==> src/rtl/ahb_lite_master.sv <==
`default_nettype none
// ============================================================================
// Module  : ahb_lite_master
// Brief   : Command-stream to AHB-Lite initiator issuing pipelined NONSEQ
//           single transfers, one in-order response per command.
// Revision: 1.0
// ============================================================================
module ahb_lite_master #(
    parameter int ADDR_WIDTH = 32,
    parameter int DATA_WIDTH = 32
) (
    input  logic                  HCLK,
    input  logic                  HRESETn,
    input  logic                  cmd_valid,
    output logic                  cmd_ready,
    input  logic                  cmd_write,
    input  logic [ADDR_WIDTH-1:0] cmd_addr,
    input  logic [DATA_WIDTH-1:0] cmd_wdata,
    output logic                  rsp_valid,
    output logic [DATA_WIDTH-1:0] rsp_rdata,
    output logic                  rsp_error,
    output logic                  HSEL,
    output logic [ADDR_WIDTH-1:0] HADDR,
    output logic [1:0]            HTRANS,
    output logic                  HWRITE,
    output logic [2:0]            HSIZE,
    output logic [DATA_WIDTH-1:0] HWDATA,
    input  logic                  HREADY,
    input  logic [DATA_WIDTH-1:0] HRDATA,
    input  logic                  HRESP
);

    localparam logic [1:0] C_IDLE   = 2'b00;
    localparam logic [1:0] C_NONSEQ = 2'b10;
    localparam logic [2:0] C_WORD   = 3'b010;

    // Address stage
    logic                  r_a_vld;
    logic                  r_a_write;
    logic [DATA_WIDTH-1:0] r_a_wdata;
    logic                  r_a_hold;
    // Data stage
    logic                  r_d_vld;
    logic                  r_d_write;
    // Registered bus outputs
    logic                  r_hsel;
    logic [ADDR_WIDTH-1:0] r_haddr;
    logic [1:0]            r_htrans;
    logic                  r_hwrite;
    logic [DATA_WIDTH-1:0] r_hwdata;
    logic                  r_rsp_valid;
    logic [DATA_WIDTH-1:0] r_rsp_rdata;
    logic                  r_rsp_error;

    logic w_advance;
    logic w_done;
    logic w_err1;
    logic w_replay;

    assign w_advance = HREADY && !r_a_hold;
    assign w_done    = r_d_vld && HREADY;
    // First ERROR cycle with a queued address phase: pull it off the bus.
    assign w_err1    = r_d_vld && HRESP && !HREADY && r_a_vld && !r_a_hold;
    assign w_replay  = r_a_hold && HREADY;

    always_ff @(posedge HCLK or negedge HRESETn) begin
        if (!HRESETn) begin
            r_a_vld   <= 1'b0;
            r_a_write <= 1'b0;
            r_a_wdata <= '0;
            r_a_hold  <= 1'b0;
        end else begin
            if (w_advance) begin
                r_a_vld <= cmd_valid;
                if (cmd_valid) begin
                    r_a_write <= cmd_write;
                    r_a_wdata <= cmd_wdata;
                end
            end
            if (w_err1) begin
                r_a_hold <= 1'b1;
            end else if (w_replay) begin
                r_a_hold <= 1'b0;
            end
        end
    end

    always_ff @(posedge HCLK or negedge HRESETn) begin
        if (!HRESETn) begin
            r_d_vld   <= 1'b0;
            r_d_write <= 1'b0;
            r_hwdata  <= '0;
        end else if (w_advance) begin
            r_d_vld   <= r_a_vld;
            r_d_write <= r_a_write;
            if (r_a_vld && r_a_write) begin
                r_hwdata <= r_a_wdata;
            end
        end else if (w_replay) begin
            r_d_vld <= 1'b0;
        end
    end

    // Address and control stay on the bus through a hold so the replay
    // only needs to re-raise NONSEQ.
    always_ff @(posedge HCLK or negedge HRESETn) begin
        if (!HRESETn) begin
            r_hsel   <= 1'b0;
            r_htrans <= C_IDLE;
            r_haddr  <= '0;
            r_hwrite <= 1'b0;
        end else if (w_advance) begin
            r_hsel   <= cmd_valid;
            r_htrans <= cmd_valid ? C_NONSEQ : C_IDLE;
            if (cmd_valid) begin
                r_haddr  <= cmd_addr;
                r_hwrite <= cmd_write;
            end
        end else if (w_err1) begin
            r_hsel   <= 1'b0;
            r_htrans <= C_IDLE;
        end else if (w_replay) begin
            r_hsel   <= 1'b1;
            r_htrans <= C_NONSEQ;
        end
    end

    always_ff @(posedge HCLK or negedge HRESETn) begin
        if (!HRESETn) begin
            r_rsp_valid <= 1'b0;
            r_rsp_rdata <= '0;
            r_rsp_error <= 1'b0;
        end else begin
            r_rsp_valid <= w_done;
            r_rsp_rdata <= (w_done && !r_d_write) ? HRDATA : '0;
            r_rsp_error <= w_done && HRESP;
        end
    end

    assign cmd_ready = w_advance;
    assign HSEL      = r_hsel;
    assign HADDR     = r_haddr;
    assign HTRANS    = r_htrans;
    assign HWRITE    = r_hwrite;
    assign HSIZE     = C_WORD;
    assign HWDATA    = r_hwdata;
    assign rsp_valid = r_rsp_valid;
    assign rsp_rdata = r_rsp_rdata;
    assign rsp_error = r_rsp_error;

endmodule
`default_nettype wire

==> config.mk <==
export PLATFORM = sky130hd
export DESIGN_NAME = ahb_lite_master
export DESIGN_NICKNAME = d
export VERILOG_FILES = /design/src/rtl/ahb_lite_master.sv
export SDC_FILE = /design/constraint.sdc
export NUM_CORES = 1
export LEC_CHECK = 0
export BUFFER_PORTS_ARGS = -buffer_cell sky130_fd_sc_hd__buf_2
export CAP_MARGIN = 40
export CORE_MARGIN = 2
export CORE_UTILIZATION = 52
export CTS_CLUSTER_DIAMETER = 30
export DETAILED_ROUTE_END_ITERATION = 8
export PLACE_DENSITY_LB_ADDON = 0.05
export SETUP_SLACK_MARGIN = 0.4
export SYNTH_ARGS = -nofsm -noshare
export SYNTH_HDL_FRONTEND = slang
export SYNTH_SLANG_ARGS = --single-unit
==> constraint.sdc <==
create_clock -name HCLK -period 2.3 [get_ports HCLK]
set_clock_uncertainty 0.15 [all_clocks]
set_input_delay 0.46 -clock HCLK [delete_from_list [all_inputs] [get_ports HCLK]]
set_output_delay 0.46 -clock HCLK [all_outputs]
set_load 0.005 [all_outputs]
==> results.sh <==
export IMPL_status="complete, no violations"
export IMPL_cts_root_buf="clkbuf_8"
export IMPL_synthCells=304
export IMPL_grt_overflow=0
export IMPL_hp_class="primary input to register"
export IMPL_grt_pass1_vias=3794
export IMPL_syn_area_mm2=0.00509
export IMPL_crit_chain="and2b_4, buf_6"
export IMPL_critPathCaptureType="primary output"
export IMPL_synth_top_area_share_pct=66.8
export IMPL_fin_crit_sh_pct=81.1
export IMPL_max_freq_mhz=536
export IMPL_pwr_density_cell_mw_per_mm2=985
export IMPL_cts_buffer_depth=2
export IMPL_grt_pass1_wl_um=19200
export IMPL_cp_top_family="flip-flops"
export IMPL_setup_slack_ps=435
export IMPL_antenna_found_initial=0
export IMPL_syn2layout_area_growth_pct=55.2
export IMPL_power_leakage_uw=0.00409
export IMPL_critPathArrivalTime_ps=1250
export IMPL_final_layout_size_suffix_gt1_share_pct=55.5
export IMPL_rsz0062_at_grt="true"
export IMPL_die_w_um=103
export IMPL_gp_congestion=0.731
export IMPL_slew_violations=0
export IMPL_first_pass_iters=4
export IMPL_holdPathStages=2
export IMPL_criticalPathCategory="register to primary output"
export IMPL_drtIter0Drc=99
export IMPL_ys_types=21
export IMPL_synth_seq_cells=136
export IMPL_layout_commonest_cell="buf_2"
export IMPL_wl_per_cell_um=16.8
export IMPL_core_mm2=0.00964
export IMPL_period_needed_ps=1860
export IMPL_peakVddDrop_mv=0.709
export IMPL_grt_max_degree=61
export IMPL_setup_viol=0
export IMPL_ys_seq_area_share_pct=66.8
export IMPL_yosys_warnings=0
export IMPL_antenna_left=0
export IMPL_worstSkewPairLatency_ps=530
export IMPL_clk_pin_slew_ps=60
export IMPL_worst_slew_margin_rel_pct=62.5
export IMPL_grt_usage_pct=24.9
export IMPL_maxCapViolCount=0
export IMPL_path_depth=2
export IMPL_nets=712
export IMPL_tritoncts="yes"
export IMPL_io_buffers=203
export IMPL_drc_errors=0
export IMPL_cp_required_ps=1690
export IMPL_preCtsSetupSlack_ps=290
export IMPL_ioPinCount=208
export IMPL_mostFrequentLayoutCells="buf_2, dfrtp_1, dlygate4sd3_1, mux2_2, mux2_4"
export IMPL_vias_per_cell=4.70
export IMPL_htreeDepth=4
export IMPL_hold_violations=0
export IMPL_rr_worst_depth=5
export IMPL_die_y_um=103
export IMPL_crit_path_start_kind="register"
export IMPL_path_buf_inv=1
export IMPL_synth_area_leaders="dfrtp_1, mux2_2, mux2_4"
export IMPL_setup_tns_ps=0
export IMPL_num_rows=36
export IMPL_hpwl_um=7470
export IMPL_clock_sinks=136
export IMPL_synth_avg_cell_area_um2=16.8
export IMPL_drt_total_wl_um=12700
export IMPL_critPathSlowestCell="dfrtp_1"
export IMPL_max_stage_delay_ps=380
export IMPL_vias=3559
export IMPL_initial_core_util_pct=52.9
export IMPL_dieArea_mm2=0.0106
export IMPL_cp_max_fo=2
export IMPL_cts_buffers=17
export IMPL_yosysTopAreaCell="dfrtp_1"
export IMPL_worstMarginPinSlew_ps=562
[cell usage after synthesis]
master and number:
inv_1 3, and3_1 1, and2b_1 1, nand2_1 1, clkbuf_1 3, a31oi_1 1
buf_4 6, dfrtp_1 136, nor2b_1 1, nand2_2 1, a21oi_1 2, o21ai_0 2
buf_2 5, mux2_2 59, nand4b_1 1, mux2_4 39, nand3_2 1, conb_1 2
nor2_1 1, and2_1 33, buf_6 5
[registers in the layout, indices dropped and copies added, names as in the netlist]
| name | cells |
|---|---|
| r_a_hold | 1 |
| HTRANS | 1 |
| HADDR | 32 |
| HWDATA | 32 |
| rsp_valid | 1 |
| rsp_rdata | 32 |
| r_a_wdata | 32 |
| r_a_vld | 1 |
| r_d_write | 1 |
| r_d_vld | 1 |
| HWRITE | 1 |
| rsp_error | 1 |
[stage by stage]
step | power, uW | hold WS, ps | cells | area (um^2) | utilization [%]
global placement | 4510 | 322 | 631 | 6290 | 65.3
global route | 8140 | 1.70 | 756 | 7910 | 82.0
detailed placement | 4570 | 321 | 631 | 6290 | 65.3
floorplan | 3860 | 14.4 | 306 | 5100 | -
finish | 7790 | 29.0 | 757 | 7910 | 82.0
CTS | 7840 | 0.132 | 755 | 7900 | 81.9
[worst register-to-register path: cells and delay by family (launching register included)]
kind | cells | cell delay [ps]
multiplexers | 1 | 350
buffers and inverters | 2 | 390
flip-flops | 1 | 340
AND/OR/NAND/NOR | 2 | 450
[cells by family (layout without fill, tap and decap cells)]
kind of cell / Yosys count / count (layout) / share of synthesized area (%)
flops: 136 / 136 / 66.8
mux: 98 / 98 / 24.5
simple gates: 41 / 41 / 5.08
buf+inv: 22 / 339 / 2.92
compound gates: 5 / 5 / 0.516
other cells: 2 / 5 / 0.147
[per-layer routing]
metal	vias up	wire (um)	global-route usage [%]
met5	-	0	0
met3	11	990	10.8
met4	0	159	9.92
met2	143	6820	41.9
met1	1768	4750	27.9
li1	1637	-	-
[worst paths after layout]
| kind | from | to | slack, ps |
|---|---|---|---|
| setup / recovery | r_a_hold$_DFFE_PN0P_ | cmd_ready | 440 |
| hold / removal | cmd_wdata[3] | r_a_wdata[3]$_DFFE_PN0P_ | 30 |
| setup reg to reg | r_a_hold$_DFFE_PN0P_ | r_a_wdata[31]$_DFFE_PN0P_ | 510 |
| hold reg to reg | HADDR[22]$_DFFE_PN0P_ | HADDR[22]$_DFFE_PN0P_ | 350 |
| max in group asynchronous | HRESETn | HADDR[7]$_DFFE_PN0P_ | 1050 |
| min in group asynchronous | HRESETn | HWDATA[14]$_DFFE_PN0P_ | 330 |
[timing repair]
item | CTS | global route
endpoints found under the hold margin | 146 | 0
resized for setup | 3 | 0
buffers inserted | 2 | 1
endpoints found under the setup margin | 1 | 1
hold buffers | 90 | 0
[power by group]
group / total [uW] / switching [uW] / internal [uW]
logic: 1480 / 543 / 941
clock network: 3110 / 998 / 2110
registers: 3190 / 272 / 2920
total: 7790 / 1810 / 5980
[cell type report]
type                       instances  area, um^2
clock inverter                    13         249
sequential                       136        3400
antenna                            1        2.50
tap                              133         166
timing repair buffer             304        2090
fill                             539        1730
multi-input combinational        148        1560
inverter                           3        11.3
clock buffer                      19         432
Power figures use the tool's default switching activity.
